==> src/rtl/dat_read.sv <==
// SD DAT-line block receiver: start bit, data bytes, per-line CRC16-CCITT check, end bit.
// Defining SDHCI_DAT_READ_TIMEOUT_EN adds a start-bit timeout of TimeoutCycles enables.
module dat_read #(
  parameter int unsigned MaxBlockBitSize = 10,
  parameter int unsigned TimeoutCycles   = 1024
) (
  input  logic                       clk_i,
  input  logic                       rst_ni,
  input  logic                       sd_clk_en_p_i,
  input  logic [3:0]                 dat_i,
  input  logic                       start_i,
  input  logic [MaxBlockBitSize-1:0] block_size_i,
  input  logic                       bus_width_is_4_i,
  output logic [31:0]                data_o,
  output logic                       data_valid_o,
  output logic                       receiving_o,
  output logic                       done_o,
  output logic                       crc_err_o,
  output logic                       end_bit_err_o,
  output logic                       data_timeout_o
);
  localparam int unsigned CntW = MaxBlockBitSize + 4;

  typedef enum logic [2:0] {
    StReady, StWaitStart, StDat, StCrc, StEndBit, StDone
  } state_e;

  state_e                     state_q;
  logic [CntW-1:0]            cnt_q;
  logic [MaxBlockBitSize-1:0] size_q;
  logic                       bus4_q;
  logic [6:0]                 byte_q;
  logic [31:0]                word_q;
  logic [15:0]                crc_q [4];
  logic                       crc_err_q, end_err_q, timeout_q;

  logic [CntW-1:0] dat_len;
  logic [7:0]      byte_d;
  logic [31:0]     word_d;
  logic [1:0]      byte_idx;
  logic [3:0]      line_mask;
  logic            byte_done, last_dat, start_bit, timeout_hit;

  function automatic logic [15:0] crc16_step(logic [15:0] c, logic b);
    return {c[14:0], 1'b0} ^ ({16{c[15] ^ b}} & 16'h1021);
  endfunction

  always_comb begin
    dat_len   = bus4_q ? CntW'({size_q, 1'b0}) : CntW'({size_q, 3'b000});
    last_dat  = (cnt_q == dat_len - CntW'(1));
    byte_d    = bus4_q ? {byte_q[3:0], dat_i} : {byte_q, dat_i[0]};
    byte_done = bus4_q ? cnt_q[0] : (&cnt_q[2:0]);
    byte_idx  = bus4_q ? cnt_q[2:1] : cnt_q[4:3];
    word_d    = word_q;
    word_d[8*byte_idx +: 8] = byte_d;
    line_mask = bus4_q ? 4'hF : 4'h1;
    start_bit = bus4_q ? (dat_i == 4'h0) : ~dat_i[0];
  end

`ifdef SDHCI_DAT_READ_TIMEOUT_EN
  assign timeout_hit = (cnt_q == CntW'(TimeoutCycles - 1));
`else
  logic unused_timeout_cfg;
  assign unused_timeout_cfg = ^TimeoutCycles;
  assign timeout_hit        = 1'b0;
`endif

  assign receiving_o = (state_q != StReady);

  always_ff @(posedge clk_i or negedge rst_ni) begin
    if (!rst_ni) begin
      state_q        <= StReady;
      cnt_q          <= '0;
      size_q         <= '0;
      bus4_q         <= 1'b0;
      byte_q         <= '0;
      word_q         <= '0;
      crc_q          <= '{default: '0};
      crc_err_q      <= 1'b0;
      end_err_q      <= 1'b0;
      timeout_q      <= 1'b0;
      data_o         <= '0;
      data_valid_o   <= 1'b0;
      done_o         <= 1'b0;
      crc_err_o      <= 1'b0;
      end_bit_err_o  <= 1'b0;
      data_timeout_o <= 1'b0;
    end else begin
      data_valid_o <= 1'b0;
      done_o       <= 1'b0;
      if (sd_clk_en_p_i) begin
        unique case (state_q)
          StReady: begin
            if (start_i) begin
              state_q        <= StWaitStart;
              cnt_q          <= '0;
              size_q         <= block_size_i;
              bus4_q         <= bus_width_is_4_i;
              byte_q         <= '0;
              word_q         <= '0;
              crc_q          <= '{default: '0};
              crc_err_q      <= 1'b0;
              end_err_q      <= 1'b0;
              timeout_q      <= 1'b0;
              crc_err_o      <= 1'b0;
              end_bit_err_o  <= 1'b0;
              data_timeout_o <= 1'b0;
            end
          end
          StWaitStart: begin
            if (start_bit) begin
              cnt_q   <= '0;
              state_q <= (size_q == '0) ? StCrc : StDat;
            end else if (timeout_hit) begin
              timeout_q <= 1'b1;
              state_q   <= StDone;
            end else begin
              cnt_q <= cnt_q + CntW'(1);
            end
          end
          StDat: begin
            byte_q <= byte_d[6:0];
            for (int k = 0; k < 4; k++) crc_q[k] <= crc16_step(crc_q[k], dat_i[k]);
            // A word leaves on its 4th byte, or early on the block's last byte.
            if (byte_done) begin
              if (byte_idx == 2'd3 || last_dat) begin
                data_o       <= word_d;
                data_valid_o <= 1'b1;
                word_q       <= '0;
              end else begin
                word_q <= word_d;
              end
            end
            if (last_dat) begin
              cnt_q   <= '0;
              state_q <= StCrc;
            end else begin
              cnt_q <= cnt_q + CntW'(1);
            end
          end
          StCrc: begin
            for (int k = 0; k < 4; k++) begin
              if (line_mask[k] && (dat_i[k] != crc_q[k][15])) crc_err_q <= 1'b1;
              crc_q[k] <= {crc_q[k][14:0], 1'b0};
            end
            if (cnt_q == CntW'(15)) begin
              cnt_q   <= '0;
              state_q <= StEndBit;
            end else begin
              cnt_q <= cnt_q + CntW'(1);
            end
          end
          StEndBit: begin
            if (|(~dat_i & line_mask)) end_err_q <= 1'b1;
            state_q <= StDone;
          end
          StDone: begin
            done_o         <= 1'b1;
            crc_err_o      <= crc_err_q & ~timeout_q;
            end_bit_err_o  <= end_err_q & ~timeout_q;
            data_timeout_o <= timeout_q;
            state_q        <= StReady;
          end
          default: state_q <= StReady;
        endcase
      end
    end
  end

endmodule

==> config.mk <==
export PLATFORM = sky130hd
export DESIGN_NAME = dat_read
export DESIGN_NICKNAME = d
export VERILOG_FILES = /design/src/rtl/dat_read.sv
export SDC_FILE = /design/constraint.sdc
export NUM_CORES = 1
export LEC_CHECK = 0
export CAP_MARGIN = 0
export CORE_UTILIZATION = 64
export DETAILED_ROUTE_END_ITERATION = 12
export PLACE_DENSITY_LB_ADDON = 0.2
export SYNTH_ARGS = -nofsm -noshare
export SYNTH_HDL_FRONTEND = slang
export SYNTH_SLANG_ARGS = --single-unit
==> constraint.sdc <==
create_clock -name clk_i -period 8.25 [get_ports clk_i]
set_input_delay 1.65 -clock clk_i [delete_from_list [all_inputs] [get_ports clk_i]]
set_output_delay 1.65 -clock clk_i [all_outputs]
set_load 0.05 [all_outputs]
After elaboration in Yosys (flattened, before gate mapping)
Index checks and enable logic that the tools add are counted.

word-level totals
  flip-flop bits (word level) = 170
  input bits = 19
  output and inout port bits = 38
  word-level logic and storage cells = 123

operators by class
  $add $sub $neg = 3
  equal/unequal tests = 19
  shift-type cells = 2
  multiplexer cells = 43
  bitwise gates (word level) = 11
  reductions and logical operators = 27

operators by type and width
  operator                                                                 number
  64-bit one-hot mux with 3 select lines                                   1
  32-bit two-way mux                                                       3
  64-bit two-way mux                                                       1
  32-bit one-hot mux with 2 select lines                                   1
  16-bit by 13-bit bitwise XOR with 16-bit output                          4
  14-bit two-way mux                                                       4
  14-bit one-hot mux with 4 select lines                                   1
  5-bit negator with 34-bit output                                         1
  8-bit by 34-bit variable shift with 32-bit output, first input constant  1
  8-bit by 34-bit variable part select with 32-bit output                  1
  32-bit bitwise mux                                                       1
  3-bit AND reduction                                                      6
  4-bit AND reduction                                                      4
  1-bit two-way mux                                                        15
  3-bit one-hot mux with 5 select lines                                    1
  14-bit by 1-bit adder with 14-bit output, second input constant          1
  14-bit equality test                                                     1
  14-bit by 4-bit equality test with 1-bit output, second input constant   1
  7-bit one-hot mux with 2 select lines                                    1
  13-bit by 1-bit subtractor with 14-bit output, second input constant     1
  13-bit two-way mux                                                       1
  3-bit two-way mux                                                        4
  2-bit inequality test, second input constant                             6
  10-bit zero test                                                         1
  other kinds (24)                                                         43

Depth between registers and ports, before layout
  depth in word-level cells = 8
  depth in mapped cells = 16
  depth with buffers taken out = 10

Least setup slack after synthesis
Ideal clock, no wire load.

  path type = register to register
  start = reg bus4_q
  end = reg data_o[11]
  library setup time = 0.125 ns
  arrival time = 3.438 ns
  data required time = 8.125 ns
  slack = 4.687 ns
  cell stages (with the launch flop) = 17
  path buffers = 6
  clock period less this slack = 3.563 ns
  cells stage by stage = dfrtp_1 -> buf_2 -> buf_2 -> buf_2 -> buf_1 -> nand2_1 -> ha_1 -> xor2_1 -> nand4b_1 -> a311oi_1 -> nand4b_1 -> nor4b_2 -> and2_4 -> o21a_1 -> buf_6 -> buf_12 -> mux2_4

on the way
  cells in the longest elaborated chain, start to end = 5
  elaborated cells on any way between the ends = 13
  those cells by class = add/sub (2); eq/ne (2); shift (2); mux (5); reduce/logical (2)

RTL lines
  item                                           RTL line  RTL
  start, declared                                31        logic bus4_q;
  start signal, assigned                         98        bus4_q <= bus_width_is_4_i;
  13-bit two-way mux                             49        dat_len = bus4_q ? CntW'({size_q, 1'b0}) : CntW'({size_q, 3'b000});
  13-bit by 1-bit subtractor with 14-bit output  50        last_dat = (cnt_q == dat_len - CntW'(1));
  14-bit equality test                           50
  1-bit logical OR                               126       if (byte_idx == 2'd3 || last_dat) begin
  4-bit AND reduction (no line)                  --
  end signal, assigned                           127       data_o <= word_d;
  end, declared                                  14        output logic [31:0] data_o,

Parallel ways exist; a longest one is shown, timed or not.
A chain may end at the register's enable or synchronous reset.

Worst setup path in the final report
  start = in sd_clk_en_p_i
  end = reg word_q[3]

on the way
  cells in the longest elaborated chain, start to end = 1

RTL lines
  item                           RTL line  RTL
  start, declared                9         input logic sd_clk_en_p_i,
  4-bit AND reduction (no line)  --
  end signal, assigned           131       word_q <= word_d;
  end, declared                  33        logic [31:0] word_q;

Every way passes these cells.

==> run summary <==
The worst pin sits at a relative slew slack of 21.45%. The tools report the standard-cell row count as 41. The total routing usage reported by global routing was 30.15%; the number of search-and-repair iterations in the first detailed-routing pass was 5. Clock latency on the worst-skew pair, taken at its later pin, is 420 ps. The mapped netlist covers 0.008441 mm².

Die extent in y: 116.8 µm. The logs give 0 for the max-cap check violation count and 4.398 nW for the reported leakage power. The root buffer cell is sky130_fd_sc_hd__clkbuf_16. Input and output buffers added on the ports amount to 55.

The total wire length came out at 19050 µm. The most common cell after layout, fill and taps aside is sky130_fd_sc_hd__dfrtp_1. Clock tree synthesis found a total of 169 sinks.

The number of buffers on the longest clock path is 2, and the remaining antenna violation count is 0. Counting flops with a built-in enable in the synthesized netlist gives 0. Summing all placed instances gives a cell area of 0.008962 mm².

The data arrival time of the critical path was 4600 ps; the post-detailed-route via-to-cell ratio was 6.065. The total overflow left after global routing is 0. The number of violations reported at the end of detailed-routing iteration 0 came out at 532. The post-route setup TNS was 0 ps; the clock skew after layout was 6.744 ps. The filler cells instantiated in the layout total 918.

The starting density of the core is 66.35%, and the hold violation count in the final report is 0. The remaining routing DRC violations was 0; the combined area of the multi-input logic cells was 0.003722 mm². The clock tree synthesis step divided the H-tree into 4 levels.

Compared with the post-synthesis result, the final layout area differs by 13.83%. The placeable core region was 0.01272 mm². Setup violations remaining at the end of the flow were counted as 0. Clock-pin slew was measured on the worst setup and hold paths at 60 ps.

Summing all flip-flop and latch instances after layout gives 0.004229 mm². The floorplan step defined a die boundary enclosing 0.01365 mm². The cell count after synthesis came out at 851. For this run, the top clock speed supported by timing is 234.9 MHz. The library cells used most frequently in the layout, excluding fill and tap cells, are sky130_fd_sc_hd__dfrtp_1 (169), sky130_fd_sc_hd__nand2_1 (156), sky130_fd_sc_hd__nand3_1 (72).

Number of CTS-inserted buffers: 17. The post-synthesis register bit count is 169, and the synthesized net count is 879. The final route contains 6411 vias. During synthesis, Yosys emitted a total of 0 warnings. Entering global routing, the biggest net connects 97 pins. TritonCTS built the clock tree. After the last flow step, the layout net total stands at 900. Share of cells above drive strength 1: 11.19%.

The worst-margin pin slew was 1178 ps; the period utilization was 51.61%. Routability-driven placement finished with a final weighted congestion of 0.8502. Via count of the first global-routing pass: 6326. The count of pins on the block boundary was 57; the placed wire-length estimate was 12140 µm.

The number of buffers inserted for hold repair after clock tree synthesis is 0, and the wire length per cell after detailed routing is 18.02 µm. STA classifies the critical path endpoint as a register. Share of flip-flops with an asynchronous set or reset: 100.0%. The data required time of the critical path is 8590 ps. The biggest fanout along the worst timing path was 22.

The flow ran to the end, and the final reports show no timing, DRC or antenna violations. For this run, the register share of the synthesized area comes to 50.10%. The number of antenna violations at the first check in global routing was 0. The logs give 0 for the count of pins over their slew limit and 0 for the number of diodes.

The average instance in the mapped netlist occupies 9.918 µm². The design area was 0.009608 mm². The power density of the placed cells was 323.3 mW/mm². Setup repair after global routing left no endpoint under its margin. The number of setup buffers added after CTS is 0. VDD sags by at most 207.1 µV. By startpoint and endpoint, the worst setup path is classified as in2reg. The total of cells resized after clock tree synthesis came out at 0. The first global-routing pass estimated 31220 µm of wire. The most common flop cell mapped by yosys is sky130_fd_sc_hd__dfrtp_1.

Clock period minus worst slack: 4258 ps. STA classifies the critical path startpoint as a primary input. The netlist uses 61 different library cells. The path class of the tightest hold or removal check is reg2reg.

The overall die width was 116.8 µm.
[registers in the layout, summed over array words and instances, names as in the netlist]
register and count:
crc_q 64, data_o 32, word_q 32, cnt_q 14, size_q 10, byte_q 7
state_q 3, bus4_q 1, crc_err_o 1, crc_err_q 1, data_valid_o 1, done_o 1
end_bit_err_o 1, end_err_q 1
[cells by family after synthesis]
logic type      share of synthesized area, %
xor+xnor                               3.009
mux                                    9.205
flops                                  50.10
other cells                          0.04443
compound gates                         13.15
simple gates                           17.23
fa+ha+maj                              1.334
buf+inv                                5.929
[critical path: stages]
cell	delay [ps]
sky130_fd_sc_hd__clkdlybuf4s50_1	570
sky130_fd_sc_hd__nor2b_1	280
sky130_fd_sc_hd__nand3_1	750
sky130_fd_sc_hd__nor2b_1	470
sky130_fd_sc_hd__nor4_2	620
sky130_fd_sc_hd__a22o_1	260
[path summary, 6_finish.rpt]
path	startpoint	end	slack [ps]	cells past startpoint
worst min-delay path	crc_q[19]	crc_q[19]	470	2
worst min register to register	crc_q[19]	crc_q[19]	470	2
max in group asynchronous	rst_ni	crc_q[21]	5490	2
worst max-delay path	sd_clk_en_p_i	word_q[3]	3990	6
worst max register to register	bus4_q	data_o[10]	4110	11
min in group asynchronous	rst_ni	size_q[2]	1290	1
[cell type report]
type | count | area share, %
Clock inverter | 13 | 2.005
Sequential cell | 169 | 44.02
Tap cell | 172 | 2.240
Timing Repair Buffer | 60 | 6.134
Clock buffer | 19 | 4.714
Multi-Input combinational cell | 569 | 38.74
Inverter | 55 | 2.149
[layer usage]
metal | vias to the layer above | share of wire (%) | track usage (%)
met5 | - | 0 | 0
met4 | 0 | 1.2 | 7.679
met3 | 17 | 6.9 | 7.106
met2 | 230 | 50 | 51.24
met1 | 3153 | 42 | 39.21
li1 | 3011 | - | -
[metrics by stage]
| step | total power, mW | hold slack [ps] | instances | util (%) | worst slack [ps] |
|---|---|---|---|---|---|
| after floorplan | 1.971 | 438.4 | 851 | - | 4687 |
| after global placement | 2.187 | 449.7 | 1025 | 70.45 | 3704 |
| after detailed placement | 2.233 | 456.0 | 1025 | 70.45 | 3582 |
| after CTS | 3.103 | 473.7 | 1057 | 75.52 | 4007 |
| after global routing | 3.289 | 491.8 | 1057 | 75.52 | 3785 |
| final | 3.106 | 470.2 | 1057 | 75.52 | 3992 |
[Yosys cell counts (18+ instances only)]
library cell,count,share of area (%)
sky130_fd_sc_hd__dfrtp_1,169,50
sky130_fd_sc_hd__nand2_1,156,6.9
sky130_fd_sc_hd__nand3_1,72,4.3
sky130_fd_sc_hd__inv_1,55,2.4
sky130_fd_sc_hd__o22ai_1,39,2.9
sky130_fd_sc_hd__clkbuf_1,36,1.6
sky130_fd_sc_hd__o21ai_0,32,1.9
sky130_fd_sc_hd__mux2_4,29,5.2
sky130_fd_sc_hd__xnor2_1,25,2.6
sky130_fd_sc_hd__nor2_1,21,0.93
sky130_fd_sc_hd__o2bb2ai_1,18,1.9
[where the power goes]
part / internal (mW) / total, mW / switching [mW]
clock: 0.526 / 0.857 / 0.331
combinational: 0.383 / 1.04 / 0.662
sequential: 1.01 / 1.20 / 0.192
total: 1.92 / 3.11 / 1.19
(Power assumes the default switching activity.)
